## src/rtl/conway_pkg.sv

```systemverilog
// Shared types for the serial Game of Life engine: interface modes and
// the row-major cell numbering used by cell_grid and the serial stream.
package conway_pkg;

   typedef enum logic [1:0] {
      MODE_LOAD   = 2'b00,
      MODE_RUN    = 2'b01,
      MODE_OUTPUT = 2'b10,
      MODE_HOLD   = 2'b11
   } mode_e;

   function automatic int cell_index(input int r, input int c, input int w);
      return r * w + c;
   endfunction

endpackage

```

## src/rtl/cell_grid.sv

```systemverilog
// Next-generation logic for a WxH Life grid; cells beyond the edge are dead.
module cell_grid
   import conway_pkg::*;
#(
   parameter int GRID_WIDTH  = 8,
   parameter int GRID_HEIGHT = 8
) (
   input  logic [GRID_WIDTH*GRID_HEIGHT-1:0] cells_i,
   output logic [GRID_WIDTH*GRID_HEIGHT-1:0] next_o
);

   for (genvar r = 0; r < GRID_HEIGHT; r++) begin : g_row
      for (genvar c = 0; c < GRID_WIDTH; c++) begin : g_col
         localparam int IDX = cell_index(r, c, GRID_WIDTH);
         logic [7:0] nb;
         logic [3:0] cnt;

         // k walks the 3x3 window; k==4 is the cell itself
         for (genvar k = 0; k < 9; k++) begin : g_nb
            if (k != 4) begin : g_use
               localparam int RR = r + k / 3 - 1;
               localparam int CC = c + k % 3 - 1;
               localparam int B  = (k < 4) ? k : k - 1;
               if (RR >= 0 && RR < GRID_HEIGHT && CC >= 0 && CC < GRID_WIDTH) begin : g_in
                  assign nb[B] = cells_i[cell_index(RR, CC, GRID_WIDTH)];
               end else begin : g_out
                  assign nb[B] = 1'b0;
               end
            end
         end

         assign cnt = 4'(nb[0]) + 4'(nb[1]) + 4'(nb[2]) + 4'(nb[3]) +
                      4'(nb[4]) + 4'(nb[5]) + 4'(nb[6]) + 4'(nb[7]);
         assign next_o[IDX] = (cnt == 4'd3) | (cells_i[IDX] & (cnt == 4'd2));
      end
   end

endmodule

```

## src/rtl/system_memory_v5.sv

```systemverilog
// Grid state register: serial shift-in, rotating readout, parallel generation
// load, plus the frame bit counter that marks the last bit of a serial frame.
module system_memory_v5
   import conway_pkg::*;
#(
   parameter int N = 64
) (
   input  logic         clk_i,
   input  logic         rst_i,
   input  mode_e        mode_i,
   input  logic         entry_i,
   input  logic         data_in_i,
   input  logic         run_load_i,
   input  logic [N-1:0] next_i,
   output logic [N-1:0] mem_o,
   output logic         frame_done_o
);

   localparam int CW = $clog2(N);
   localparam logic [CW-1:0] LAST = CW'(N - 1);

   logic [N-1:0]  mem_q, mem_d;
   logic [CW-1:0] cnt_q, cnt_d, cnt_eff;
   logic          serial, last;

   // The entry cycle already counts as bit 0 of the new frame
   assign cnt_eff = entry_i ? '0 : cnt_q;
   assign serial  = (mode_i == MODE_LOAD) || (mode_i == MODE_OUTPUT);
   assign last    = (cnt_eff == LAST);

   always_comb begin
      mem_d = mem_q;
      cnt_d = cnt_eff;
      case (mode_i)
         MODE_LOAD:   mem_d = {mem_q[N-2:0], data_in_i};
         MODE_OUTPUT: mem_d = {mem_q[N-2:0], mem_q[N-1]};
         MODE_RUN:    if (run_load_i) mem_d = next_i;
         default:     mem_d = mem_q;
      endcase
      if (serial) cnt_d = last ? '0 : cnt_eff + 1'b1;
   end

   always_ff @(posedge clk_i or posedge rst_i) begin
      if (rst_i) begin
         mem_q <= '0;
         cnt_q <= '0;
      end else begin
         mem_q <= mem_d;
         cnt_q <= cnt_d;
      end
   end

   assign mem_o        = mem_q;
   assign frame_done_o = serial && last;

endmodule

```

## src/rtl/conway_grid_serial_v5.sv

```systemverilog
// Parametrised Life engine top: mode tracking, RUN sequencing with generation
// counter / limit, still-life detection, and gated serial outputs.
module conway_grid_serial_v5
   import conway_pkg::*;
#(
   parameter int GRID_WIDTH  = 8,
   parameter int GRID_HEIGHT = 8,
   parameter int GEN_W       = 16
) (
   input  logic             CLK,
   input  logic             RESET,
   input  logic             DATA_IN,
   input  logic [1:0]       MODE,
   input  logic [GEN_W-1:0] GEN_LIMIT,
   output logic             DATA_OUT,
   output logic             DATA_VALID,
   output logic             FRAME_DONE,
   output logic [GEN_W-1:0] GEN_COUNT,
   output logic             STABLE,
   output logic             EXTINCT,
   output logic             DONE
);

   localparam int N = GRID_WIDTH * GRID_HEIGHT;

   mode_e            mode, mode_q;
   logic             entry, run_active, still, frame_done;
   logic [N-1:0]     mem, next_grid;
   logic [GEN_W-1:0] gen_q, gen_d, limit_q, limit_d;
   logic [GEN_W:0]   gen_sum;
   logic             stable_q, stable_d, done_q, done_d;

   assign mode       = mode_e'(MODE);
   assign entry      = (mode != mode_q);
   assign run_active = (mode == MODE_RUN) && !entry && !done_q;
   assign still      = (next_grid == mem);
   assign gen_sum    = {1'b0, gen_q} + 1'b1;

   cell_grid #(.GRID_WIDTH(GRID_WIDTH), .GRID_HEIGHT(GRID_HEIGHT)) u_grid (
      .cells_i (mem),
      .next_o  (next_grid)
   );

   system_memory_v5 #(.N(N)) u_mem (
      .clk_i        (CLK),
      .rst_i        (RESET),
      .mode_i       (mode),
      .entry_i      (entry),
      .data_in_i    (DATA_IN),
      .run_load_i   (run_active && !still),
      .next_i       (next_grid),
      .mem_o        (mem),
      .frame_done_o (frame_done)
   );

   always_comb begin
      gen_d    = gen_q;
      limit_d  = limit_q;
      stable_d = stable_q;
      done_d   = done_q;
      if (mode == MODE_RUN && entry) begin
         gen_d    = '0;
         limit_d  = GEN_LIMIT;
         stable_d = 1'b0;
         done_d   = 1'b0;
      end else if (run_active) begin
         if (still) begin
            stable_d = 1'b1;
            done_d   = 1'b1;
         end else begin
            // Saturate; the unsaturated sum still drives the limit compare
            if (!(&gen_q)) gen_d = gen_sum[GEN_W-1:0];
            if (limit_q != '0 && gen_sum == {1'b0, limit_q}) done_d = 1'b1;
         end
      end
   end

   always_ff @(posedge CLK or posedge RESET) begin
      if (RESET) begin
         mode_q   <= MODE_HOLD;
         gen_q    <= '0;
         limit_q  <= '0;
         stable_q <= 1'b0;
         done_q   <= 1'b0;
      end else begin
         mode_q   <= mode;
         gen_q    <= gen_d;
         limit_q  <= limit_d;
         stable_q <= stable_d;
         done_q   <= done_d;
      end
   end

   // Combinational outputs are forced quiet while reset is held
   assign DATA_VALID = !RESET && (mode == MODE_OUTPUT);
   assign DATA_OUT   = DATA_VALID && mem[N-1];
   assign FRAME_DONE = !RESET && frame_done;
   assign GEN_COUNT  = gen_q;
   assign STABLE     = stable_q;
   assign DONE       = done_q;
   assign EXTINCT    = (mem == '0);

endmodule

```

## config.mk

```make
export PLATFORM = sky130hd
export DESIGN_NAME = conway_grid_serial_v5
export DESIGN_NICKNAME = d
export VERILOG_FILES = /design/src/rtl/conway_pkg.sv /design/src/rtl/cell_grid.sv /design/src/rtl/system_memory_v5.sv /design/src/rtl/conway_grid_serial_v5.sv
export SDC_FILE = /design/constraint.sdc
export NUM_CORES = 1
export LEC_CHECK = 0
export ABC_AREA = 1
export ABC_CLOCK_PERIOD_IN_PS = 4420
export BUFFER_PORTS_ARGS = -buffer_cell sky130_fd_sc_hd__buf_2
export CORE_ASPECT_RATIO = 0.9
export CORE_MARGIN = 2
export CORE_UTILIZATION = 40
export DETAILED_ROUTE_END_ITERATION = 12
export PLACE_DENSITY = 0.58
export SYNTH_ARGS = -nofsm -noshare
export SYNTH_HDL_FRONTEND = slang
export SYNTH_SLANG_ARGS = --single-unit
```

## constraint.sdc

```tcl
create_clock -name CLK -period 4.42 [get_ports CLK]
set_input_delay 0.221 -clock CLK [delete_from_list [all_inputs] [get_ports CLK]]
set_output_delay 0.221 -clock CLK [all_outputs]
set_load 0.005 [all_outputs]
```

==> qor.log <==
INFO  clock_tree     root_buffer_selected_by_cts=clkbuf_16
INFO  sta            worst_pin_slew=1102ps
INFO  finish         layout-drive-gt1-share=22.37%
INFO  floorplanning  floorplan.die_area=43160µm²
INFO  synth          number_of_enable_type_register_cells_in_the_synthesized_netlist=0
INFO  setup_path     cp.required=4740ps
INFO  power_and_ir_drop cellLeakagePower=10.71nW
INFO  sta            hold-worst-slack=-4.779ps
INFO  synth          postSynthNetCount=2493
INFO  detailed_routing ant_nets=0
INFO  sta            setup_slack=-90.50ps
INFO  sta            max_slew_margin=26.55%
INFO  floorplanning  placement_rows=70
INFO  synth          ys.warnings.count=0
INFO  floorplanning  design.portCount=43
INFO  synth          postSynthCellCount=2085
INFO  finish         layout.cells.most_common_list=nand2_1, inv_1, buf_4
INFO  sta            post-route-min-period=4510ps
INFO  synth          syn-mean-instance-area=7.964µm²
INFO  placement      place_ws=-208.4ps
INFO  outcome        violations=hold timing, setup timing
INFO  clock_tree     cts_tree=done
INFO  placement      gp_congestion=0.8296
INFO  synth          ys_dominant_reg_cell=dfrtp_1
INFO  detailed_routing wl_per_cell=15.54µm
INFO  sta            rsz_0062_raised_after_global_routing=yes
INFO  finish         syn2layout_area_growth=18.24%
INFO  synth          synth_async_sr_flop_share=100.0%
INFO  synth          ys_seq_area_share=15.99%
INFO  run            max-cap-violations=0
INFO  sta            clock-skew-final=14.50ps
INFO  setup_path     critical_path_arrival=4830ps
INFO  clock_tree     clk-insertion-delay-late=390ps
INFO  setup_path     worstSetupPathType=flop to flop
INFO  sta            setup_viol=77
INFO  synth          synth.lib_cells_used.distinct=47
INFO  synth          number_of_storage_elements_in_the_synthesis_netlist=106
INFO  finish         mostFrequentLayoutCell=nand2_1
INFO  grt            grt_antenna_before_repair=0
INFO  floorplanning  fp.dieH=197.3µm
INFO  power_and_ir_drop totalPowerFinal=0.002681W
INFO  detailed_routing num_vias=14070
INFO  clock_tree     clockBufferDepth=2
INFO  synth          synth_top_area_cell=fa_1
INFO  grt            overall_overflow_remaining_after_global_route=0
INFO  sta            max_clock_freq=0.2217GHz
INFO  sta            hold_viol_final=3
INFO  synth          synth.cell_area=16600µm²
INFO  grt            grt_pass1_vias=14260
INFO  detailed_routing routed_via_density=4.868
INFO  synth          yosysTopAreaCellShare=23.63%
INFO  power_and_ir_drop cellPowerDensity=136.6nW/µm²
INFO  finish         finish.net_count=2754
INFO  clock_tree     clock_tree.htree_level_count=3
INFO  detailed_routing drt_iter0_markers=758
INFO  power_and_ir_drop ir_worst_vdd=0.1555mV
INFO  placement      post-dp-hpwl=33830µm
INFO  grt            largest_net_degree_at_the_start_of_global_routing=64
INFO  sta            timing.final.crit_share=102.0%
INFO  setup_path     cp-end-kind=flop
INFO  detailed_routing final_wirelength=44930µm
INFO  detailed_routing first_pass_iters=7
INFO  setup_path     timing.critical_path.fanout_max=6
INFO  setup_path     crit_path_start_kind=flop
INFO  detailed_routing remaining_drc_errors=0
INFO  grt            grt_util_all_layers=21.66%
INFO  clock_tree     cts_inserted_buffers=9
INFO  outcome        status=complete, but fails checks
INFO  grt            grt_pass1_wl=73860µm
INFO  placement      buffer_ports.inserted=42
INFO  hold_path      holdCritPathClass=primary input to async pin
INFO  floorplanning  floorplan.initialDensity=40.68%
INFO  finish         antenna-diode-count=0
INFO  floorplanning  coreArea=40810µm²
INFO  clock_tree     clock_sink_count=106
INFO  floorplanning  fp.dieW=218.8µm
INFO  clock_tree     clk_pin_slew_worst_paths=90ps
INFO  synth          area_contributors_post_synth=fa_1, dfrtp_1, ha_1, inv_1, nand2_1
INFO  sta            final-max-slew-violation-count=0
[cell type report]
class,instances,area [µm²]
sequential,106,2659
fill,4039,21180
clock buffer,10,229.0
timing repair buffer,292,2237
clock inverter,6,70.07
multi-input combinational,1461,11970
tap,540,675.6
inverter,476,1795
[registers in the layout, summed over array words and instances, names as in the netlist]
signal and flops:
u_mem.mem_o 64, mode_q 2, STABLE 1, u_mem.cnt_q 6, DONE 1, limit_q 16, GEN_COUNT 16
[cell families (layout without fill, tap and decap cells)]
logic type	Yosys count	count (layout)	synth area share (%)
flops	106	106	15.99
fa+ha+maj	387	387	38.02
buf+inv	518	784	13.75
simple gates	888	888	24.82
xor+xnor	28	28	1.477
compound gates	158	158	5.938
[power breakdown]
part | switching, W | internal (W) | leakage [nW]
Sequential | 0.0000381 | 0.00102 | 1.44
Clock | 0.000455 | 0.000448 | 0.148
Combinational | 0.000449 | 0.000274 | 9.12
[worst paths after layout]
path | depth (start not counted) | slack (ps) | from | end
max | 26 | -90 | u_mem.mem_o[3] | GEN_COUNT[10]
min reg2reg | 1 | 460 | u_mem.cnt_q[5] | u_mem.cnt_q[5]
min in group CLK | 3 | 40 | GEN_LIMIT[0] | limit_q[0]
max reg2reg | 26 | -90 | u_mem.mem_o[3] | GEN_COUNT[10]
max in group asynchronous | 3 | 3420 | RESET | GEN_COUNT[15]
min | 2 | -5 | RESET | u_mem.cnt_q[2]
[through the flow]
step	TNS (ps)	area, µm²	utilization (%)	cells
6_report	-3968	19630	48.10	2891
5_1_grt	-17430	19630	48.10	2891
4_1_cts	-5.870	19250	47.16	2864
2_1_floorplan	0	16600	-	2085
3_5_place_dp	-11050	18540	45.42	2819
3_3_place_gp	-4230	18540	45.42	2819
[worst max-delay path, cell delays in order (launching register included)]
cell and delay (ps):
dfrtp_1 390, inv_1 90, ha_4 270, inv_2 30
fa_1 470, fa_1 540, inv_2 50, fa_2 390
inv_2 60, fa_1 390, o21bai_1 170, nor2_1 140
nand2_1 100, nand2_1 70, nand2_1 50, inv_2 50
nand2_2 60, nor2_4 130, nand3_4 100, nor2_4 130
nand2_2 80, buf_6 130, nand3_4 140, buf_6 140
buf_16 120, nand3_2 60, o21ai_2 80
[metal layers]
metal  up-vias  global-route usage [%]  routed length, µm
met5         -                       0                  0
met4         0                   3.954                635
met3        39                   2.556               1456
met2       184                   36.24              21550
met1      6901                   30.42              21290
li1       6948                       -                  -
[cells in the mapped netlist (21+ instances only)]
cell type and n:
inv_1 468, nand2_1 465, fa_1 196, ha_1 191, nor2_1 171, dfrtp_1 104, nand3_1 101, nand3_2 67
o22ai_1 43, o21ai_0 42, o21bai_1 27, xor2_1 21
[what timing repair did]
action	4_1_cts	5_1_grt
setup endpoints to repair	80	81
hold buffers	2	0
hold endpoints to repair	2	0
pin swaps	18	50
resized for setup	47	82
gates cloned	3	0
buffers inserted	25	30
(Power assumes the default switching activity.)
